[src/rtl/mux_n_pipe_pkg.sv]
// mux_n_pipe_pkg: shared types and constants for the registered N:1 selector.
package mux_n_pipe_pkg;
  localparam int DEF_WIDTH = 32;
  localparam int ERR_CNT_W = 16;
  typedef struct packed {
    logic [DEF_WIDTH-1:0] data;
    logic err;
  } entry_t;
  typedef enum logic [1:0] {EMPTY, ONE, FULL} count_e;
endpackage

[src/rtl/skid_buf_2.sv]
// skid_buf_2: generic 2-entry valid/ready buffer; in_ready is a flop, so out_ready never reaches it combinationally.
module skid_buf_2 import mux_n_pipe_pkg::*; #(
  parameter int W = 33
) (
  input  logic         clk,
  input  logic         rst_n,
  input  logic [W-1:0] in_data,
  input  logic         in_valid,
  output logic         in_ready,
  output logic [W-1:0] out_data,
  output logic         out_valid,
  input  logic         out_ready
);
  count_e state_q, state_d;
  logic [W-1:0] main_q, skid_q;
  logic in_xfer, out_xfer, ld_main, ld_skid, mv_skid;
  assign in_xfer = in_valid & in_ready;
  assign out_xfer = out_valid & out_ready;
  assign out_valid = state_q != EMPTY;
  assign out_data = main_q;
  always_comb begin
    state_d = state_q;
    ld_main = 1'b0;
    ld_skid = 1'b0;
    mv_skid = 1'b0;
    case (state_q)
      EMPTY: if (in_xfer) begin
        ld_main = 1'b1;
        state_d = ONE;
      end
      ONE: if (in_xfer && out_xfer) ld_main = 1'b1;
      else if (in_xfer) begin
        ld_skid = 1'b1;
        state_d = FULL;
      end else if (out_xfer) state_d = EMPTY;
      FULL: if (out_xfer) begin
        mv_skid = 1'b1;
        state_d = ONE;
      end
      default: state_d = EMPTY;
    endcase
  end
  always_ff @(posedge clk) begin
    if (!rst_n) begin
      state_q <= EMPTY;
      in_ready <= 1'b1;
      main_q <= '0;
      skid_q <= '0;
    end else begin
      state_q <= state_d;
      in_ready <= state_d != FULL;
      main_q <= ld_main ? in_data : mv_skid ? skid_q : main_q;
      skid_q <= ld_skid ? in_data : skid_q;
    end
  end
endmodule

[src/rtl/mux_n_pipe.sv]
// mux_n_pipe: registered N:1 selector with valid/ready on both sides; MUX_N_PIPE_ERR_CNT_EN adds a saturating error counter.
module mux_n_pipe import mux_n_pipe_pkg::*; #(
  parameter int WIDTH = 32,
  parameter int NUM_IN = 11,
  parameter int SEL_W = $clog2(NUM_IN)
) (
  input  logic                    clk,
  input  logic                    rst_n,
  input  logic [NUM_IN*WIDTH-1:0] in_data,
  input  logic [SEL_W-1:0]        in_sel,
  input  logic                    in_valid,
  output logic                    in_ready,
  output logic [WIDTH-1:0]        out_data,
  output logic                    out_err,
  output logic                    out_valid,
  input  logic                    out_ready
`ifdef MUX_N_PIPE_ERR_CNT_EN
  ,
  input  logic                    err_clr,
  output logic [ERR_CNT_W-1:0]    err_count
`endif
);
  logic [WIDTH-1:0] sel_data;
  logic sel_err;
  assign sel_err = {1'b0, in_sel} >= (SEL_W+1)'(NUM_IN);
  // Out-of-range selects match no input, so they yield zero rather than X.
  always_comb begin
    sel_data = '0;
    for (int k = 0; k < NUM_IN; k++) sel_data = in_sel == SEL_W'(k) ? in_data[k*WIDTH +: WIDTH] : sel_data;
  end
  skid_buf_2 #(.W(WIDTH + 1)) u_buf (
    .clk(clk),
    .rst_n(rst_n),
    .in_data({sel_data, sel_err}),
    .in_valid(in_valid),
    .in_ready(in_ready),
    .out_data({out_data, out_err}),
    .out_valid(out_valid),
    .out_ready(out_ready)
  );
`ifdef MUX_N_PIPE_ERR_CNT_EN
  always_ff @(posedge clk) begin
    if (!rst_n || err_clr) err_count <= '0;
    else if (out_valid && out_ready && out_err && err_count != '1) err_count <= err_count + 1'b1;
  end
`endif
endmodule

[config.mk]
export PLATFORM = sky130hd
export DESIGN_NAME = mux_n_pipe
export DESIGN_NICKNAME = d
export VERILOG_FILES = /design/src/rtl/mux_n_pipe_pkg.sv /design/src/rtl/skid_buf_2.sv /design/src/rtl/mux_n_pipe.sv
export SDC_FILE = /design/constraint.sdc
export NUM_CORES = 1
export LEC_CHECK = 0
export CORE_AREA = 3 3 152 154
export CTS_BUF_LIST = sky130_fd_sc_hd__clkbuf_2 sky130_fd_sc_hd__clkbuf_4 sky130_fd_sc_hd__clkbuf_8
export CTS_CLUSTER_SIZE = 40
export DETAILED_ROUTE_END_ITERATION = 16
export DIE_AREA = 0 0 155 157
export SYNTH_ARGS = -nofsm -noshare
export SYNTH_HDL_FRONTEND = slang
export SYNTH_SLANG_ARGS = --single-unit
[constraint.sdc]
create_clock -name clk -period 3.05 [get_ports clk]
set_input_delay 0.7625 -clock clk [delete_from_list [all_inputs] [get_ports clk]]
set_output_delay 0.7625 -clock clk [all_outputs]
set_load 0.005 [all_outputs]
# Yosys cells after proc, flatten, opt, wreduce, memory -nomap -nowiden
# Index checks and enable logic that the tools add are counted.
[classes] n_lt_le_gt_ge=1 n_eq_ne=13 muxes=26 n_bitwise=2 n_reduce_logical=5
[ops] operator="$mux W32" count=11
[ops] operator="$mux W33" count=2
[ops] operator="$eq A4 B3 Y1 const B" count=4
[ops] operator="$eq A4 B4 Y1 const B" count=3
[ops] operator="$mux W2" count=5
[ops] operator="$eq A4 B2 Y1 const B" count=2
[ops] operator="$mux W1" count=6
[ops] operator="$pmux W2 S3" count=1
[ops] operator="$eq A4 B1 Y1 const B" count=1
[ops] operator="$ge A4 B4 Y1 const B" count=1
[ops] operator="$logic_not A4 Y1" count=1
[ops] operator="$reduce_bool A2 Y1" count=2
[ops] operator="$and A1 B1 Y1" count=2
[ops] operator="$eq A2 B1 Y1 const B" count=1
[ops] operator="$eq A2 B2 Y1 const B" count=1
[ops] operator="$logic_not A2 Y1" count=1
[ops] operator="$ne A2 B2 Y1 const B" count=1
[ops] operator="$pmux W1 S2" count=1
[ops] operator="$logic_and A1 B1 Y1" count=1
[word_totals] regBits=69

# Logic depth before layout (Yosys ltp)
# Gate-level depths: netlist (run 1).
[logic_depth] depth_word=13 depth_mapped=9 depth_no_buf=5

# Cells and area by module
# Synthesis (run 1) repeated with hierarchy kept, for this count alone.
[hier_totals] hier_cells=688 hier_area_um2=5846.9
[by_module_without_submodules] mod="mux_n_pipe" instances=1 cells_per_inst=343 area_per_inst_um2=3081.7 seq_area_each_um2=0.0
[by_module_without_submodules] mod="skid_buf_2" instances=1 cells_per_inst=345 area_per_inst_um2=2765.2 seq_area_each_um2=1381.3

# Least setup slack after synthesis (run 1)
# No wires, ideal clock.
[synth_path] path_kind="input to register" start="input in_sel[0]" end="register u_buf.main_q[4] (netlist: u_buf.out_data[4])" setup_time_ps=133 arrival_ps=2096 t_required_ps=2917 path_slack_ps=821 path_stages=8 n_path_buf=3 path_cell_list="buf_4 -> buf_6 -> buf_4 -> mux2_2 -> a32oi_1 -> o221ai_1 -> a32oi_1 -> a21oi_1"
[synth_via] elab_chain_len=13
[synth_rtl] item="from (decl)" line_no="mux_n_pipe.sv:10" text="input logic [SEL_W-1:0] in_sel,"
[synth_rtl] item="$logic_not A4 Y1" line_no="mux_n_pipe.sv:29" text="for (int k = 0; k < NUM_IN; k++) sel_data = in_sel == SEL_W'(k) ? in_data[k*WIDTH +: WIDTH] : sel_data;"
[synth_rtl] item="$mux W32 (10 in a row)" line_no="mux_n_pipe.sv:29"
[synth_rtl] item="$mux W32 *" line_no="mux_n_pipe.sv:29"
[synth_rtl] item="$mux W33 *" line_no="skid_buf_2.sv:52" text="main_q <= ld_main ? in_data : mv_skid ? skid_q : main_q;"
[synth_rtl] item="to (signal assigned)" line_no="skid_buf_2.sv:52"
[synth_rtl] item="to (decl)" line_no="skid_buf_2.sv:15" text="logic [W-1:0] main_q, skid_q;"
# Every way passes the cells marked *; elsewhere a longest branch is shown, timed or not.
# A chain may end at the register's enable or synchronous reset.

# Final worst setup path (run 1)
[layout_path] start="input in_sel[2]" end="register u_buf.skid_q[12]"
[layout_via] elab_chain_len=12
[layout_rtl] item="$logic_not A4 Y1" line_no="mux_n_pipe.sv:29"
[layout_rtl] item="$mux W32 (10 in a row)" line_no="mux_n_pipe.sv:29"
[layout_rtl] item="$mux W32 *" line_no="mux_n_pipe.sv:29"
[layout_rtl] item="to (signal assigned)" line_no="skid_buf_2.sv:53" text="skid_q <= ld_skid ? in_data : skid_q;"
[layout_rtl] item="to (decl)" line_no="skid_buf_2.sv:15"
# Marks and branches as above.

==> impl_metrics.json, run 1 <==
{
  "rrSetupSlack_ns": 1.38,
  "post_cts_buffers": 0,
  "criticalPathCategory": "in -> reg",
  "cts-buffers-inserted": 9,
  "seq_power_share": 0.316,
  "rows": 54,
  "critPathBufInv": 2,
  "drive_gt1_frac": 0.0870,
  "critPathTopFamily": "compound AO/OA/AOI/OAI gates",
  "dp.final_hpwl_um": 27400,
  "power.internal_mw": 2.20,
  "die_h_um": 157,
  "ioPinCount": 395,
  "design.core.area_um2": 21800,
  "synthArstFlopShare": 0,
  "drtIter0Drc": 748,
  "whs_ns": 0.480,
  "combPwrFrac": 0.417,
  "ys_seq_area_frac": 0.222,
  "power-per-cell-area_nw_per_um2": 293,
  "vias": 8316,
  "leakage_nw": 3.96,
  "antenna_found_initial": 2,
  "yosys_register_bits": 69,
  "io_buffers": 394,
  "tns_ns": 0,
  "drcViolationCount": 0,
  "fin_crit_sh": 0.886,
  "hold_buffers": 0,
  "drt-total-wl_um": 34100,
  "switching_power_mw": 0.963,
  "hold_path.class": "reg -> reg",
  "grt_use_met1": 0.370,
  "rsz0062_at_grt": "no",
  "worst_setup_path_end_kind": "flop",
  "initial_core_util": 0.286,
  "cp_slowest_stage_delay_ns": 0.71,
  "antenna_left": 0,
  "dieWidth_um": 155,
  "grt_pass1_wl_um": 49500,
  "fin_worst_skew_ns": 0.00889,
  "cts_tree": "built",
  "p_clk_frac": 0.267,
  "gp_congestion": 0.926,
  "cts_root_buf": "clkbuf_8",
  "fillerInstances": 2195,
  "syn_nets": 1212,
  "yosysWarningCount": 0,
  "grt_overflow": 0,
  "tightest_slew_ns": 0.849,
  "grt_use_met3": 0.0407,
  "area_delta_synth_final_pct": 73.1,
  "met2_usage": 0.439,
  "period_minus_slack_ns": 2.70,
  "clk_pin_slew_ns": 0.08,
  "ys_types": 62,
  "die_area_um2": 24300,
  "synth_cells": 852,
  "swShare": 0.305,
  "syn_area_per_cell_um2": 7.32,
  "top_usage_layer": "met2",
  "fmax_mhz": 370,
  "post-route-util": 0.495,
  "clockBufferDepth": 2,
  "synth-edff-count": 0,
  "crit_chain": "clkdlybuf4s50_1 > nor3b_4 > buf_12 > o21ai_0 > a22oi_1 > o21ai_1 > a31oi_1",
  "ys.flop_type": "dfxtp_1",
  "wl_per_cell_um": 22.7,
  "clk_latency_ns": 0.35,
  "status": "completed",
  "drtPass1Iterations": 7,
  "cap_viol_max_count": 0,
  "slew_violations": 0,
  "crit_slowest_cell": "clkdlybuf4s50_1",
  "nNetsFinal": 1574,
  "critPathLaunchType": "input pin",
  "grt_max_degree": 44,
  "clock-sinks": 69,
  "cts_resized": 0,
  "track_usage": 0.265,
  "crit_arrival_ns": 2.98,
  "setup_viol": 0,
  "grt_pass1_vias": 8064,
  "crit_fanout": 15,
  "worstPathRequired_ns": 3.33,
  "ir_drop_mv": 0.239,
  "synth_area_um2": 6240,
  "htree_levels": 3,
  "finalHoldViolCount": 0,
  "slew_headroom": 0.434,
  "via_per_inst": 5.54
}
[worst min-delay path: cells and delay by family (launching register included)]
family,cells,cell delay [ns]
DFF,1,0.31
AOI/OAI and AO/OA,1,0.07
and+or+nand+nor,1,0.05
[Yosys cell counts, drive strengths merged (4+ instances only)]
master   number  area share
mux4         16       0.058
mux2i        38       0.061
nor3          5      0.0040
o211ai        4      0.0048
a221oi        9       0.014
o21bai        4      0.0048
dfxtp        69        0.22
a211oi        5      0.0060
a221o        17       0.027
nand2b       11       0.011
a31oi        53       0.053
a22oi        23       0.028
nor2b         4      0.0040
nor2         40       0.025
o2bb2ai      14       0.020
a32oi         5      0.0070
o22a          5      0.0070
a21oi        35       0.028
nand3        30       0.024
mux2         12       0.022
o221ai        6      0.0084
nor4bb        4      0.0064
o21ai       130        0.10
clkbuf       49       0.030
o22ai        12       0.012
inv           5      0.0030
a32o          4      0.0064
nand2       152       0.091
buf          44       0.044
[path summary, 6_finish.rpt]
kind                            startpoint                             end  cells after the start
min reg2reg  u_buf.skid_q[29]$_SDFFE_PN0P_   u_buf.skid_q[29]$_SDFFE_PN0P_                      2
max reg2reg    u_buf.state_q[1]$_SDFF_PN0_  u_buf.out_data[9]$_SDFFE_PN0P_                      6
min          u_buf.skid_q[29]$_SDFFE_PN0P_   u_buf.skid_q[29]$_SDFFE_PN0P_                      2
max                              in_sel[2]   u_buf.skid_q[12]$_SDFFE_PN0P_                      7
[cells in the final DEF, fill, tap and decap left out, types with 27 or more instances in the layout]
master / synthesis / routed
clkdlybuf4s50_1: 0 / 391
o21ai_1: 27 / 27
dfxtp_1: 69 / 69
nor2_1: 39 / 36
mux2i_1: 38 / 38
buf_4: 8 / 43
a31oi_1: 53 / 53
a21oi_1: 35 / 35
nand2_1: 152 / 152
o21ai_0: 102 / 102
nand3_1: 30 / 30
[per-layer routing]
layer	wire, um	part of all wire
met4	295	0.0086
met1	14500	0.43
met2	16600	0.49
met3	2690	0.079
met5	0	0
[registers in the layout (all words and copies together) (netlist names)]
name / cells
u_buf.skid_q: 33
u_buf.state_q: 2
u_buf.in_ready: 1
u_buf.out_data: 33
[kinds of logic (layout without fill, tap and decap cells)]
kind of cell / after synthesis / in the layout / share of synthesized area
other: 0 / 2 / 0
xor gates and xnor gates: 1 / 1 / 0.00140
DFF: 69 / 69 / 0.222
and+or+nand+nor: 271 / 271 / 0.200
AOI/OAI and AO/OA: 346 / 346 / 0.360
buffers and inverters: 99 / 466 / 0.0770
muxes: 66 / 66 / 0.140
[metrics by stage]
stage	worst slack, ns	power (mW)	instance area [um^2]	cells
5_1_grt	0.284	3.32	10800	1501
3_3_place_gp	0.0809	2.32	10600	1483
2_1_floorplan	0.821	1.54	6240	852
4_1_cts	0.376	3.17	10800	1499
3_5_place_dp	0.000237	2.32	10600	1483
6_report	0.348	3.16	10800	1501
[power by group through the flow]
stage                     logic [mW]  clock network [mW]  registers [mW]
after floorplan                0.527                   0            1.01
after global placement          1.30                   0            1.02
after detailed placement        1.31                   0            1.02
after CTS                       1.31               0.858           0.998
after global routing            1.41               0.904            1.00
final                           1.32               0.844           0.998
[final cells by class]
| class | instances | area (um^2) | area share |
|---|---|---|---|
| clock buffer | 10 | 131 | 0.0122 |
| inverter | 6 | 22.5 | 0.00209 |
| timing repair buffer | 444 | 4420 | 0.410 |
| tap | 280 | 350 | 0.0324 |
| multi-input combinational | 684 | 4400 | 0.407 |
| antenna | 2 | 5.00 | 0.000464 |
| clock inverter | 6 | 87.6 | 0.00811 |
| sequential | 69 | 1380 | 0.128 |
Power figures use the tool's default switching activity.
==> run 2: changes to the inputs <==
CORE_AREA = 3 3 153 155   (was 3 3 152 154)
DIE_AREA = 0 0 156 158   (was 0 0 155 157)
PLACE_DENSITY = 0.75   (was unset)
clock period = 2.65 ns   (was 3.05 ns; I/O delays follow)
==> run 2 against run 1 <==
  * Register-to-register slack worse by 0.42 ns
  * Utilization up 0.80 points
  * Clock-buffer cell count unchanged
  * Sequential power up 15%
  * Cell count up 1.7%
  * Largest power group unchanged
==> impl_metrics.json, run 2 (synthesis gave the netlist of run 1 again) <==
{
  "tightest_slew_ns": 0.436,
  "place_area_um2": 10800,
  "critPathTopFamily": "buffers and inverters",
  "period_minus_slack_ns": 2.42,
  "slew_violations": 0,
  "fmax_mhz": 413,
  "cts_resized": 0,
  "design.core.area_um2": 22000,
  "combPwrFrac": 0.425,
  "ff2ff_path_depth": 6,
  "antenna_left": 0,
  "grt_overflow": 0,
  "swShare": 0.304,
  "cts_tree": "built",
  "ioPinCount": 395,
  "worstSetupEndpoint": "u_buf.skid_q[23]$_SDFFE_PN0P_",
  "mostFrequentLayoutCells": "clkdlybuf4s50_1 (391), nand2_1 (152), o21ai_0 (102)",
  "gp_congestion": 0.962,
  "grt_max_degree": 66,
  "critPathLaunchType": "input pin",
  "fin_worst_skew_ns": 0.00985,
  "drtPass1Iterations": 7,
  "die_h_um": 158,
  "wl_per_cell_um": 22.4,
  "rows": 54,
  "cts-buffers-inserted": 9,
  "worstReg2RegStart": "u_buf.state_q[1]$_SDFF_PN0_",
  "cp_slowest_stage_delay_ns": 0.50,
  "drcViolationCount": 0,
  "grt_pass1_wl_um": 50000,
  "vias": 8520,
  "crit_slowest_cell": "clkdlybuf4s50_1",
  "grt_pass1_vias": 8291,
  "clockBufferDepth": 2,
  "finalHoldViolCount": 0,
  "dp.final_hpwl_um": 27700,
  "seq_power_share": 0.309,
  "total_power_mw": 3.71,
  "dieWidth_um": 156,
  "cts_root_buf": "clkbuf_8",
  "crit_chain": "clkdlybuf4s50_1 > buf_4 > buf_4 > or3_1 > o2bb2ai_1 > o2bb2ai_1 > a21oi_1 > o221a_1",
  "hold_buffers": 0,
  "leakage_nw": 4.10,
  "antenna_found_initial": 2,
  "r2r-end": "u_buf.out_data[1]$_SDFFE_PN0P_",
  "switching_power_mw": 1.13,
  "clock-sinks": 69,
  "postLayoutCellArea_um2": 11000,
  "cap_viol_max_count": 0,
  "track_usage": 0.262,
  "rrSetupSlack_ns": 0.96,
  "htree_levels": 3,
  "criticalPathCategory": "in -> reg",
  "crit_arrival_ns": 2.71,
  "worst-path-stages": 8,
  "hold_path.class": "reg -> reg",
  "rsz0062_at_grt": "no",
  "crit_fanout": 13,
  "status": "completed",
  "drt-total-wl_um": 34200,
  "worst_setup_path_end_kind": "flop",
  "p_clk_frac": 0.266,
  "fillerInstances": 2094,
  "die_area_um2": 24600,
  "via_per_inst": 5.58,
  "clk_latency_ns": 0.35,
  "area_delta_synth_final_pct": 77.0,
  "critPathBufInv": 3,
  "ir_drop_mv": 0.229,
  "post-route-util": 0.503,
  "worstPathRequired_ns": 2.94,
  "fin_crit_sh": 0.913,
  "io_buffers": 394,
  "worstSetupStartpoint": "in_sel[2]",
  "power-per-cell-area_nw_per_um2": 336,
  "drive_gt1_frac": 0.107,
  "nNetsFinal": 1601,
  "layout_commonest_cell": "clkdlybuf4s50_1",
  "power.internal_mw": 2.58,
  "initial_core_util": 0.284,
  "slew_headroom": 0.707,
  "setup_viol": 0,
  "clk_pin_slew_ns": 0.08,
  "drtIter0Drc": 1059,
  "post_cts_buffers": 0
}
## run 2: area by class of cell
cell class / count / area, um^2 / area share
diodes: 1 / 2.50 / 0.000227
inverters: 6 / 22.5 / 0.00204
repair buffers: 471 / 4660 / 0.422
multi-input cells: 684 / 4400 / 0.398
clock inverters: 6 / 86.3 / 0.00782
flip-flops and latches: 69 / 1380 / 0.125
well taps: 280 / 350 / 0.0317
clock buffers: 10 / 138 / 0.0125
## run 2: tightest hold or removal path: stages, from the launching register on
cell and delay, ns:
dfxtp_1 0.31, o21ai_0 0.07, a21oi_1 0.06
## run 2: through the flow
step / instances / setup slack (ns) / TNS (ns) / hold WS, ns
after floorplan: 852 / 0.521 / 0 / 0.449
after global placement: 1510 / -0.0447 / -0.0856 / 0.460
after detailed placement: 1510 / -0.0959 / -0.544 / 0.469
after CTS: 1526 / 0.269 / 0 / 0.482
after global routing: 1527 / 0.102 / 0 / 0.514
final: 1527 / 0.231 / 0 / 0.486
## run 2: how the worst min path moves through the flow
stage / start / cells after the start / endpoint / slack (ns)
5_1_grt: u_buf.skid_q[0]$_SDFFE_PN0P_ / 2 / u_buf.skid_q[0]$_SDFFE_PN0P_ / 0.51
3_3_place_gp: u_buf.skid_q[29]$_SDFFE_PN0P_ / 2 / u_buf.skid_q[29]$_SDFFE_PN0P_ / 0.46
6_report: u_buf.skid_q[0]$_SDFFE_PN0P_ / 2 / u_buf.skid_q[0]$_SDFFE_PN0P_ / 0.49
2_1_floorplan: u_buf.skid_q[29]$_SDFFE_PN0P_ / 2 / u_buf.skid_q[29]$_SDFFE_PN0P_ / 0.45
3_5_place_dp: u_buf.skid_q[0]$_SDFFE_PN0P_ / 2 / u_buf.skid_q[0]$_SDFFE_PN0P_ / 0.47
4_1_cts: u_buf.skid_q[0]$_SDFFE_PN0P_ / 2 / u_buf.skid_q[0]$_SDFFE_PN0P_ / 0.48
## run 2: layer usage
metal / vias up / share of wire / track usage
li1: 3987 / - / -
met1: 4011 / 0.43 / 0.364
met2: 480 / 0.47 / 0.423
met3: 40 / 0.085 / 0.0489
met4: 2 / 0.018 / 0.0610
met5: - / 0.00026 / 0
## run 2: power by group through the flow
stage | Clock [mW] | Sequential [mW] | Combinational (mW)
4_1_cts | 0.986 | 1.15 | 1.56
3_5_place_dp | 0 | 1.17 | 1.56
3_3_place_gp | 0 | 1.17 | 1.55
5_1_grt | 1.03 | 1.16 | 1.69
6_report | 0.986 | 1.15 | 1.58
2_1_floorplan | 0 | 1.17 | 0.607
